## config.mk

```make
export PLATFORM = sky130hd
export DESIGN_NAME = systolic_tile_feeder
export DESIGN_NICKNAME = d
export VERILOG_FILES = /design/src/rtl/systolic_tile_feeder.sv
export SDC_FILE = /design/constraint.sdc
export NUM_CORES = 1
export LEC_CHECK = 0
export CELL_PAD_IN_SITES_DETAIL_PLACEMENT = 2
export CELL_PAD_IN_SITES_GLOBAL_PLACEMENT = 2
export CORE_UTILIZATION = 29
export CTS_CLUSTER_DIAMETER = 80
export DETAILED_ROUTE_END_ITERATION = 10
export GPL_TIMING_DRIVEN = 0
export PLACE_DENSITY = 0.77
export SLEW_MARGIN = 10
export SYNTH_ARGS = -nofsm -noshare
export SYNTH_HDL_FRONTEND = slang
export SYNTH_SLANG_ARGS = --single-unit
```

## constraint.sdc

```tcl
create_clock -name clk -period 2.3 [get_ports clk]
set_input_delay 0.46 -clock clk [delete_from_list [all_inputs] [get_ports clk]]
set_output_delay 0.46 -clock clk [all_outputs]
set_load 0.02 [all_outputs]
```

## src/rtl/systolic_tile_feeder.sv

```systemverilog
// Tile sequencer for a systolic array: weight shift-in, one-cycle latch, skewed activation
// stream, zero-fill drain and a single capture pulse.
module systolic_tile_feeder #(
    parameter int unsigned ROWS      = 8,
    parameter int unsigned DW        = 8,
    parameter int unsigned CNT_W     = 8,
    parameter int unsigned DRAIN_CYC = 24
) (
    input  logic               clk,
    input  logic               rst_n,
    input  logic               start,
    input  logic               accumulate_in,
    input  logic [CNT_W-1:0]   vec_count,
    input  logic               w_valid,
    input  logic [ROWS*DW-1:0] w_data,
    output logic               w_ready,
    input  logic               a_valid,
    input  logic [ROWS*DW-1:0] a_data,
    output logic               a_ready,
    output logic               enable_cycle,
    output logic               load_W,
    output logic               accumulate_mode,
    output logic               capture_en,
    output logic [ROWS*DW-1:0] row_inputs,
    output logic               busy,
    output logic               done
);
    localparam int unsigned CW = 16;

    typedef enum logic [2:0] {
        StIdle, StLoadW, StLatch, StStream, StDrain, StCapture, StDone
    } state_e;

    state_e             state_q, state_d;
    logic [CW-1:0]      cnt_q, cnt_d;
    logic [CNT_W-1:0]   k_q, k_d;
    logic               acc_q, acc_d;
    // hist_q[i] holds the vector pushed i+1 enabled cycles ago; row r reads hist_q[r-1].
    logic [ROWS*DW-1:0] hist_q [ROWS-1];
    logic [ROWS*DW-1:0] hist_d [ROWS-1];
    logic               shift;
    logic [ROWS*DW-1:0] shift_in;

    always_comb begin
        state_d         = state_q;
        cnt_d           = cnt_q;
        k_d             = k_q;
        acc_d           = acc_q;
        hist_d          = hist_q;
        shift           = 1'b0;
        shift_in        = '0;
        w_ready         = 1'b0;
        a_ready         = 1'b0;
        enable_cycle    = 1'b0;
        load_W          = 1'b0;
        accumulate_mode = 1'b0;
        capture_en      = 1'b0;
        row_inputs      = '0;
        done            = 1'b0;
        busy            = (state_q != StIdle);

        unique case (state_q)
            StIdle: begin
                if (start && (vec_count != '0)) begin
                    state_d = StLoadW;
                    k_d     = vec_count;
                    acc_d   = accumulate_in;
                    cnt_d   = '0;
                end
            end
            StLoadW: begin
                w_ready = 1'b1;
                if (w_valid) begin
                    enable_cycle = 1'b1;
                    row_inputs   = w_data;
                    if (cnt_q == CW'(ROWS - 1)) begin
                        cnt_d   = '0;
                        state_d = StLatch;
                    end else begin
                        cnt_d = cnt_q + CW'(1);
                    end
                end
            end
            StLatch: begin
                load_W       = 1'b1;
                enable_cycle = 1'b1;
                state_d      = StStream;
            end
            StStream: begin
                a_ready = 1'b1;
                if (a_valid) begin
                    enable_cycle = 1'b1;
                    shift        = 1'b1;
                    shift_in     = a_data;
                    if (cnt_q == CW'(k_q) - CW'(1)) begin
                        cnt_d   = '0;
                        state_d = StDrain;
                    end else begin
                        cnt_d = cnt_q + CW'(1);
                    end
                end
            end
            StDrain: begin
                enable_cycle = 1'b1;
                shift        = 1'b1;
                if (cnt_q == CW'(DRAIN_CYC - 1)) begin
                    cnt_d   = '0;
                    state_d = StCapture;
                end else begin
                    cnt_d = cnt_q + CW'(1);
                end
            end
            StCapture: begin
                capture_en      = 1'b1;
                accumulate_mode = acc_q;
                state_d         = StDone;
            end
            StDone: begin
                done    = 1'b1;
                state_d = StIdle;
            end
            default: state_d = StIdle;
        endcase

        // Skew lines advance only with the array so stalls keep the wavefront aligned.
        if (shift) begin
            row_inputs[0 +: DW] = shift_in[0 +: DW];
            for (int r = 1; r < int'(ROWS); r++) begin
                row_inputs[r*DW +: DW] = hist_q[r-1][r*DW +: DW];
            end
            hist_d[0] = shift_in;
            for (int i = 1; i < int'(ROWS) - 1; i++) begin
                hist_d[i] = hist_q[i-1];
            end
        end
    end

    always_ff @(posedge clk or negedge rst_n) begin
        if (!rst_n) begin
            state_q <= StIdle;
            cnt_q   <= '0;
            k_q     <= '0;
            acc_q   <= 1'b0;
            for (int i = 0; i < int'(ROWS) - 1; i++) begin
                hist_q[i] <= '0;
            end
        end else begin
            state_q <= state_d;
            cnt_q   <= cnt_d;
            k_q     <= k_d;
            acc_q   <= acc_d;
            for (int i = 0; i < int'(ROWS) - 1; i++) begin
                hist_q[i] <= hist_d[i];
            end
        end
    end
endmodule

```

==> impl_summary.txt, run 1 <==
----------------------------------------------------
[Timing]
  Tightest hold margin ... 0.4477 ns
  Summed negative setup slack over all endpoints ... -39.55 ns
  Unrepaired setup endpoints after global routing ... yes
  Normalized max-slew margin ... 51.31%
  Max Clk Rate ... 0.3539 GHz
  Actual transition at the worst max-transition pin ... 0.7303 ns
  Post-layout min period ... 2.826 ns
  Final setup margin ... -0.5260 ns
  Hold Vio Cnt, Final ... 0
  Total count of max-transition violations in the final report ... 0
  Tcrit/Tclk final ... 122.9%
  Setup clock skew after layout ... 0.02575 ns
  Count of final setup violators ... 149

[Logic synthesis]
  Synthesized area divided by synthesized cell count ... 9.516 sq um
  Cell type contributing the most total cell area after synthesis ... dfrtp_1
  Most common flop cell mapped by yosys ... dfrtp_1
  Synth Instances ... 1126
  Number of distinct library cells after synthesis ... 53
  Asr flop ratio synth ... 100.0%
  Synth cell count leaders ... nand2_1, dfrtp_1, a22o_1, clkbuf_1, nor2_1
  Share of the synthesized area in the top cell type ... 58.85%
  Syn_nets ... 1270
  Sequential area share after synthesis ... 58.85%
  Number of flops mapped to enable cells by yosys ... 0
  Dominant cells by area after synthesis ... dfrtp_1, nand2_1, a22o_1, clkbuf_1, mux2_2
  Yosys Warn Count ... 0
  Dominant cell by count in the synthesized netlist ... nand2_1
  Cell area after technology mapping ... 10720 sq um
  Flops & latches, synth ... 252

[Global route]
  Pin count of the biggest net entering global routing ... 97
  First-pass GRT wire length ... 63.51 mm
  Total congestion overflow after global routing ... 0
  Initial antenna violation count ... 0
  Aggregate global-route resource usage ... 21.42%
  Vias in the first global route ... 10972

[Route]
  Total length of routed wires ... 41.14 mm
  Post-DR vias/cell ... 4.948
  Via count ... 9505
  Drc violations ... 0
  Detail Route Antenna Nets ... 0
  Wire length per cell after detailed routing ... 21.41 microns
  Drt pass-1 iters ... 4
  Violation count after the first detailed-routing iteration ... 383

[Place]
  Number of cells after detailed placement ... 1809
  Placed wire-length estimate after detailed placement ... 25.70 mm
  Number of buffer cells added on primary ports ... 213
  Final estimated routing congestion in global placement ... 0.7772

[Setup path]
  CP startpoint kind ... flip-flop
  Critical path fanouts, max ... 8
  Arrival time worst endpoint ... 2.37 ns
  Critical path class ... flip-flop to output pin
  Required time of the worst setup path ... 1.84 ns
  Critical Path End Type ... output pin

[Floorplanning]
  Die outline width ... 194.2 microns
  Floorplan row count ... 70
  Floorplan core area ... 36520 sq um
  I/O pin count ... 214
  Initial standard-cell utilization of the core ... 29.34%
  Total die area ... 37720 sq um
  DIE HEIGHT ... 194.2 microns

[Finish]
  Ant. Diodes ... 0
  Fillers ... 3798
  Fraction of layout instances using a drive strength above 1 ... 21.75%
  Post-route insts no fill ... 1921
  Layout overhead on the synthesized area ... 48.63%
  Share of the core filled with cells in the final layout ... 43.61%
  Nets@finish ... 1573

[Clock tree]
  Worst-Skew Late Latency ... 0.58 ns
  H-tree depth ... 1
  Clock transition at the register clock pins on the worst setup and hold paths after CTS ... 0.07 ns
  Root Buffer ... clkbuf_16
  Clock tree from TritonCTS ... yes
  TritonCTS Buffers ... 30
  Number of buffers on the longest clock path ... 3
  Clock tree sinks ... 252

[Pwr]
  Total Power ... 21.32 mW
  Leakage power of the design ... 7.800 nW
  Power density relative to cell area ... 1338 nW/um^2
  Largest vdd supply drop ... 0.7247 mV

[Worst hold path]
  Hold/Removal Path Class ... primary input to async pin

[Job]
  Count of maximum capacitance violations ... 0

[Outcome]
  Failing checks ... setup timing
  Result of the run ... complete, but fails checks

----------------------------------------------------
==> worst max-delay path, stage by stage, from the launching register on <==
cell       delay (ns)
dfrtp_1          0.41
and3b_2          0.24
and2_4           0.15
or2_4            0.29
buf_12           0.17
clkbuf_16        0.18
a22o_1           0.23
buf_6            0.13
==> cell families after synthesis <==
kind of cell	share of synthesized area (%)
simple gates	22.98
flops	58.85
compound gates	12.60
buf+inv	3.001
mux	1.355
xor+xnor	0.9808
fa+ha+maj	0.2335
==> per-stage QoR <==
stage	cell area, sq um	setup WS [ns]
detailed placement	13550	-1.310
CTS	15650	-0.5081
finish	15930	-0.5260
global route	15930	-0.5873
global placement	13490	-11.51
floorplan	10770	-0.1174
==> report_power, final <==
part           switching, mW  internal, mW
Sequential              1.32          6.32
Combinational           4.77          3.88
Clock                   2.00          3.04
Total                   8.08          13.2
==> worst paths after layout <==
| path | startpoint | end | slack [ns] | cells past startpoint |
|---|---|---|---|---|
| max | state_q[1] | row_inputs[43] | -0.53 | 7 |
| min | rst_n | hist_q[58] | 0.45 | 2 |
| max reg2reg | cnt_q[10] | cnt_q[0] | -0.39 | 7 |
| min reg2reg | hist_q[184] | hist_q[184] | 0.47 | 2 |
| max in group asynchronous | rst_n | k_q[0] | 0.46 | 4 |
| min in group clk | hist_q[184] | hist_q[184] | 0.47 | 2 |
==> layer usage <==
metal	GRT usage, %	share of wire, %	routed length (microns)
met1	25.47	41	16940
met2	40.63	53	21850
met3	2.435	2.8	1140
met4	5.350	2.9	1199
met5	0	0	0
==> what timing repair did <==
action,4_1_cts,5_1_grt
hold buffers,1,0
pin swaps,92,27
cloned,7,0
buffers inserted,36,16
gates resized for setup,553,50
hold endpoints to repair,81,0
endpoints found under the setup margin,315,165
==> flip-flops by register name (all words and copies together), names as in the netlist <==
signal   count
cnt_q       16
acc_q        1
hist_q     224
state_q      3
k_q          8
==> cells in the final DEF, fill, tap and decap left out, types with 13 or more instances in the layout <==
master	count
clkbuf_8	16
dfrtp_1	244
clkbuf_1	21
clkbuf_2	26
buf_4	39
a22o_1	122
nand2_1	524
clkbuf_16	41
clkdlybuf4s50_1	140
nor2_1	13
buf_6	77
==> layout make-up <==
type | count | area (sq um) | share of cell area [%]
Buffer | 68 | 568.0 | 3.567
Clock buffer | 43 | 889.6 | 5.586
Clock inverter | 13 | 175.2 | 1.100
Inverter | 9 | 36.28 | 0.2278
Multi-Input combinational cell | 793 | 4473 | 28.09
Sequential cell | 252 | 6316 | 39.66
Tap cell | 468 | 585.6 | 3.677
Timing Repair Buffer | 275 | 2883 | 18.10
Power figures use the tool's default switching activity.
==> inputs of run 2 (changes only) <==
--- a/config.mk
+++ b/config.mk
@@ -10,6 +10,7 @@
 export CORE_UTILIZATION = 29
 export CTS_CLUSTER_DIAMETER = 80
 export DETAILED_ROUTE_END_ITERATION = 10
+export GPL_ROUTABILITY_DRIVEN = 1
 export GPL_TIMING_DRIVEN = 0
 export PLACE_DENSITY = 0.77
 export SLEW_MARGIN = 10
==> results of run 2 <==
Same layout as run 1: the final DEF is identical, and so are final timing and power.
==> inputs of run 3 (changes only) <==
--- a/config.mk
+++ b/config.mk
@@ -8,7 +8,6 @@
 export CELL_PAD_IN_SITES_DETAIL_PLACEMENT = 2
 export CELL_PAD_IN_SITES_GLOBAL_PLACEMENT = 2
 export CORE_UTILIZATION = 29
-export CTS_CLUSTER_DIAMETER = 80
 export DETAILED_ROUTE_END_ITERATION = 10
 export GPL_ROUTABILITY_DRIVEN = 1
 export GPL_TIMING_DRIVEN = 0
==> constraint.sdc (replaced) <==
create_clock -name clk -period 2.4 [get_ports clk]
set_input_delay 0.48 -clock clk [delete_from_list [all_inputs] [get_ports clk]]
set_output_delay 0.48 -clock clk [all_outputs]
set_load 0.02 [all_outputs]
==> run 3 against run 2 <==
  * The flow still finishes with violations (setup timing)
  * Routed wire length fell by 2.4%
  * Critical path depth did not move
  * Largest cell class unchanged
  * Hold slack got worse by 0.13 ns
==> impl_summary.txt, run 3 (synthesized netlist as in run 1, its figures left out) <==
----------------------------------------------------
[Finish]
  Nets@finish ... 1559 (-0.89%)
  Register with the most flip-flops ... hist_q
  Fraction of layout instances using a drive strength above 1 ... 20.38% (-1.4 points)
  Fillers ... 3855 (+1.5%)
  Layout overhead on the synthesized area ... 45.33%
  Leading cell types in the layout, fill and taps excluded ... nand2_1, dfrtp_1, clkdlybuf4s50_1, a22o_1, buf_6
  Most common library cell in the layout ignoring fill and taps ... nand2_1
  Register Area ... 6315 sq um (about the same)
  Regs by FF count ... hist_q: 224 flops, cnt_q: 16 flops, k_q: 8 flops
  Area of the multi-input gates ... 4380 sq um (-2.1%)
  Largest register FFs ... 224 (unchanged)

[Timing]
  Tcrit/Tclk final ... 118.1%
  Final setup margin ... -0.4340 ns (+0.09204 ns)
  Hold Vio Cnt, Final ... 0 (unchanged)
  Normalized max-slew margin ... 54.60% (+3.3 points)
  Max Clk Rate ... 0.3529 GHz
  Total count of max-transition violations in the final report ... 0 (unchanged)
  Setup clock skew after layout ... 0.01099 ns (-0.01476 ns)
  Post-layout min period ... 2.834 ns
  Count of final setup violators ... 80 (-46%)
  Actual transition at the worst max-transition pin ... 0.6810 ns (-0.04932 ns)
  Unrepaired setup endpoints after global routing ... yes

[Setup path]
  Critical Path End Type ... output pin
  R2R cell count ... 7 (unchanged)
  CP startpoint kind ... flip-flop
  Arrival time worst endpoint ... 2.35 ns (-0.02 ns)
  Critical-path cell with the highest stage delay ... dfrtp_2
  CP bufs+invs ... 4 (+1)
  Required time of the worst setup path ... 1.92 ns (+0.08 ns)
  Reg-to-reg setup timing slack ... -0.19 ns (+0.20 ns)
  Series of cell instances along the critical path ... buf_4 -> nor3_4 -> or2_4 -> buf_12 -> clkbuf_16 -> a22o_1 -> buf_6
  Crit-path max cell delay ... 0.41 ns (about the same)
  Critical path class ... flip-flop to output pin
  CP Depth ... 7 (unchanged)
  Critical path fanouts, max ... 8 (unchanged)
  Crit-path leading delay family ... buffers and inverters

[Route]
  Drt pass-1 iters ... 4 (unchanged)
  Violation count after the first detailed-routing iteration ... 348 (-9.1%)
  Detail Route Antenna Nets ... 0 (unchanged)
  Post-DR vias/cell ... 4.939 (-0.18%)
  Via count ... 9429 (-0.80%)
  Total length of routed wires ... 40.16 mm (-2.4%)
  Wire length per cell after detailed routing ... 21.04 microns (-1.8%)
  Drc violations ... 0 (unchanged)

[Pwr]
  Proportion of power drawn by combinational gates ... 39.8% (-0.7 points)
  Power density relative to cell area ... 1256 nW/um^2 (-6.1%)
  Design internal power ... 12.07 mW (-8.8%)
  Leakage power of the design ... 7.651 nW (-1.9%)
  Sw Share ... 38.32% (+0.40 points)
  Fraction of power consumed by the clock network ... 22.7% (-0.9 points)
  Largest vdd supply drop ... 0.6193 mV (-15%)
  Flop pwr share ... 37.5% (+1.7 points)
  Total Power ... 19.56 mW (-8.2%)
  Power dissipated by switching net loads ... 7.495 mW (-7.3%)

[Clock tree]
  Clock tree sinks ... 252 (unchanged)
  Root Buffer ... clkbuf_16
  TritonCTS Buffers ... 29 (-3.3%)
  Worst-Skew Late Latency ... 0.57 ns (about the same)
  Clock tree from TritonCTS ... yes
  H-tree depth ... 1 (unchanged)
  Clock transition at the register clock pins on the worst setup and hold paths after CTS ... 0.07 ns (about the same)
  Number of buffers on the longest clock path ... 3 (unchanged)

[Global route]
  Vias in the first global route ... 10578 (-3.6%)
  Total congestion overflow after global routing ... 0 (unchanged)
  First-pass GRT wire length ... 60.99 mm (-4.0%)
  Initial antenna violation count ... 3 (+3)
  Pin count of the biggest net entering global routing ... 100 (+3.1%)
  Aggregate global-route resource usage ... 20.78% (-0.63 points)

[Floorplanning]
  Die outline width ... 194.2 microns (unchanged)
  Floorplan row count ... 70 (unchanged)
  DIE HEIGHT ... 194.2 microns (unchanged)
  Floorplan core area ... 36520 sq um (unchanged)
  Initial standard-cell utilization of the core ... 29.34% (unchanged)
  Total die area ... 37720 sq um (unchanged)
  I/O pin count ... 214 (unchanged)

[Outcome]
  Failing checks ... setup timing
  Result of the run ... complete, but fails checks

[Place]
  Final estimated routing congestion in global placement ... 0.7774 (about the same)
  DP Worst Slack ... -1.741 ns (-0.4313 ns)
  Number of buffer cells added on primary ports ... 213 (unchanged)
  Placed wire-length estimate after detailed placement ... 26.19 mm (+1.9%)

[Worst hold path]
  Hold/Removal Path Class ... primary input to async pin

[Job]
  Count of maximum capacitance violations ... 0 (unchanged)

----------------------------------------------------
## run 3: cell count changes in the layout (fill, tap and decap cells not counted), sizes merged
cell,before,now
buf,137,128
diode,0,3
inv,11,10
clkinvlp,0,2
clkbuf,104,99
bufinv,3,1
clkinv,8,9
dlygate4sd2,3,2
## run 3: path summary, 6_finish.rpt
check | endpoint | startpoint
setup / recovery | row_inputs[48] | state_q[0]
hold / removal | hist_q[58] | rst_n
setup reg to reg | cnt_q[0] | cnt_q[12]
hold reg to reg | hist_q[349] | hist_q[349]
max in group asynchronous | cnt_q[7] | rst_n
min in group clk | hist_q[349] | hist_q[349]
## run 3: area by class of cell
type | instances | share of cell area [%]
Antenna cell | 3 | 0.04821
Buffer | 66 | 3.567
Clock buffer | 41 | 5.399
Clock inverter | 13 | 0.7071
Inverter | 9 | 0.2491
Multi-Input combinational cell | 793 | 28.13
Sequential cell | 252 | 40.55
Tap cell | 468 | 3.760
Timing Repair Buffer | 264 | 17.59
## run 3: worst reg2reg max path, cell delays in order, from the launching register on
cell and delay (ns):
dfrtp_1 0.42, or4_4 0.57, nor4_4 0.31, a21boi_1 0.13, o22a_1 0.20, buf_6 0.15, or3_4 0.42, mux2_2 0.28
## run 3: repair_timing
action                                  CTS  global route
endpoints found under the setup margin  295           210
pin swaps                                77            28
hold endpoints to repair                 14             0
hold buffers                              1             0
gates cloned                              6             0
setup buffers                            33             8
resized for setup                       515            90
## run 3: metrics by stage
step	cells	instance area (sq um)	utilization (%)	hold slack, ns	setup TNS, ns
final	1909	15570	42.64	0.3224	-24.79
after global routing	1909	15570	42.64	0.3281	-31.74
after CTS	1901	15310	41.93	0.3083	-26.67
after detailed placement	1810	13540	37.08	0.3030	-253.68
after global placement	1807	13450	36.84	0.4515	-2850.87
after floorplan	1126	10740	-	0.1844	-3.673
## run 3: metal layers
layer	track usage, %	vias up	wire length (microns)
li1	-	4341	-
met3	2.522	67	1382
met4	5.850	0	1094
met5	0	-	0
met1	26.04	4825	16900
met2	37.45	196	20790
## run 3: power by group through the flow
stage	Clock, mW	Sequential [mW]	Combinational [mW]
floorplan	0	6.85	4.00
global placement	0	7.28	6.04
detailed placement	0	7.35	6.37
CTS	4.49	7.33	7.46
global route	4.70	7.56	8.51
finish	4.44	7.34	7.78
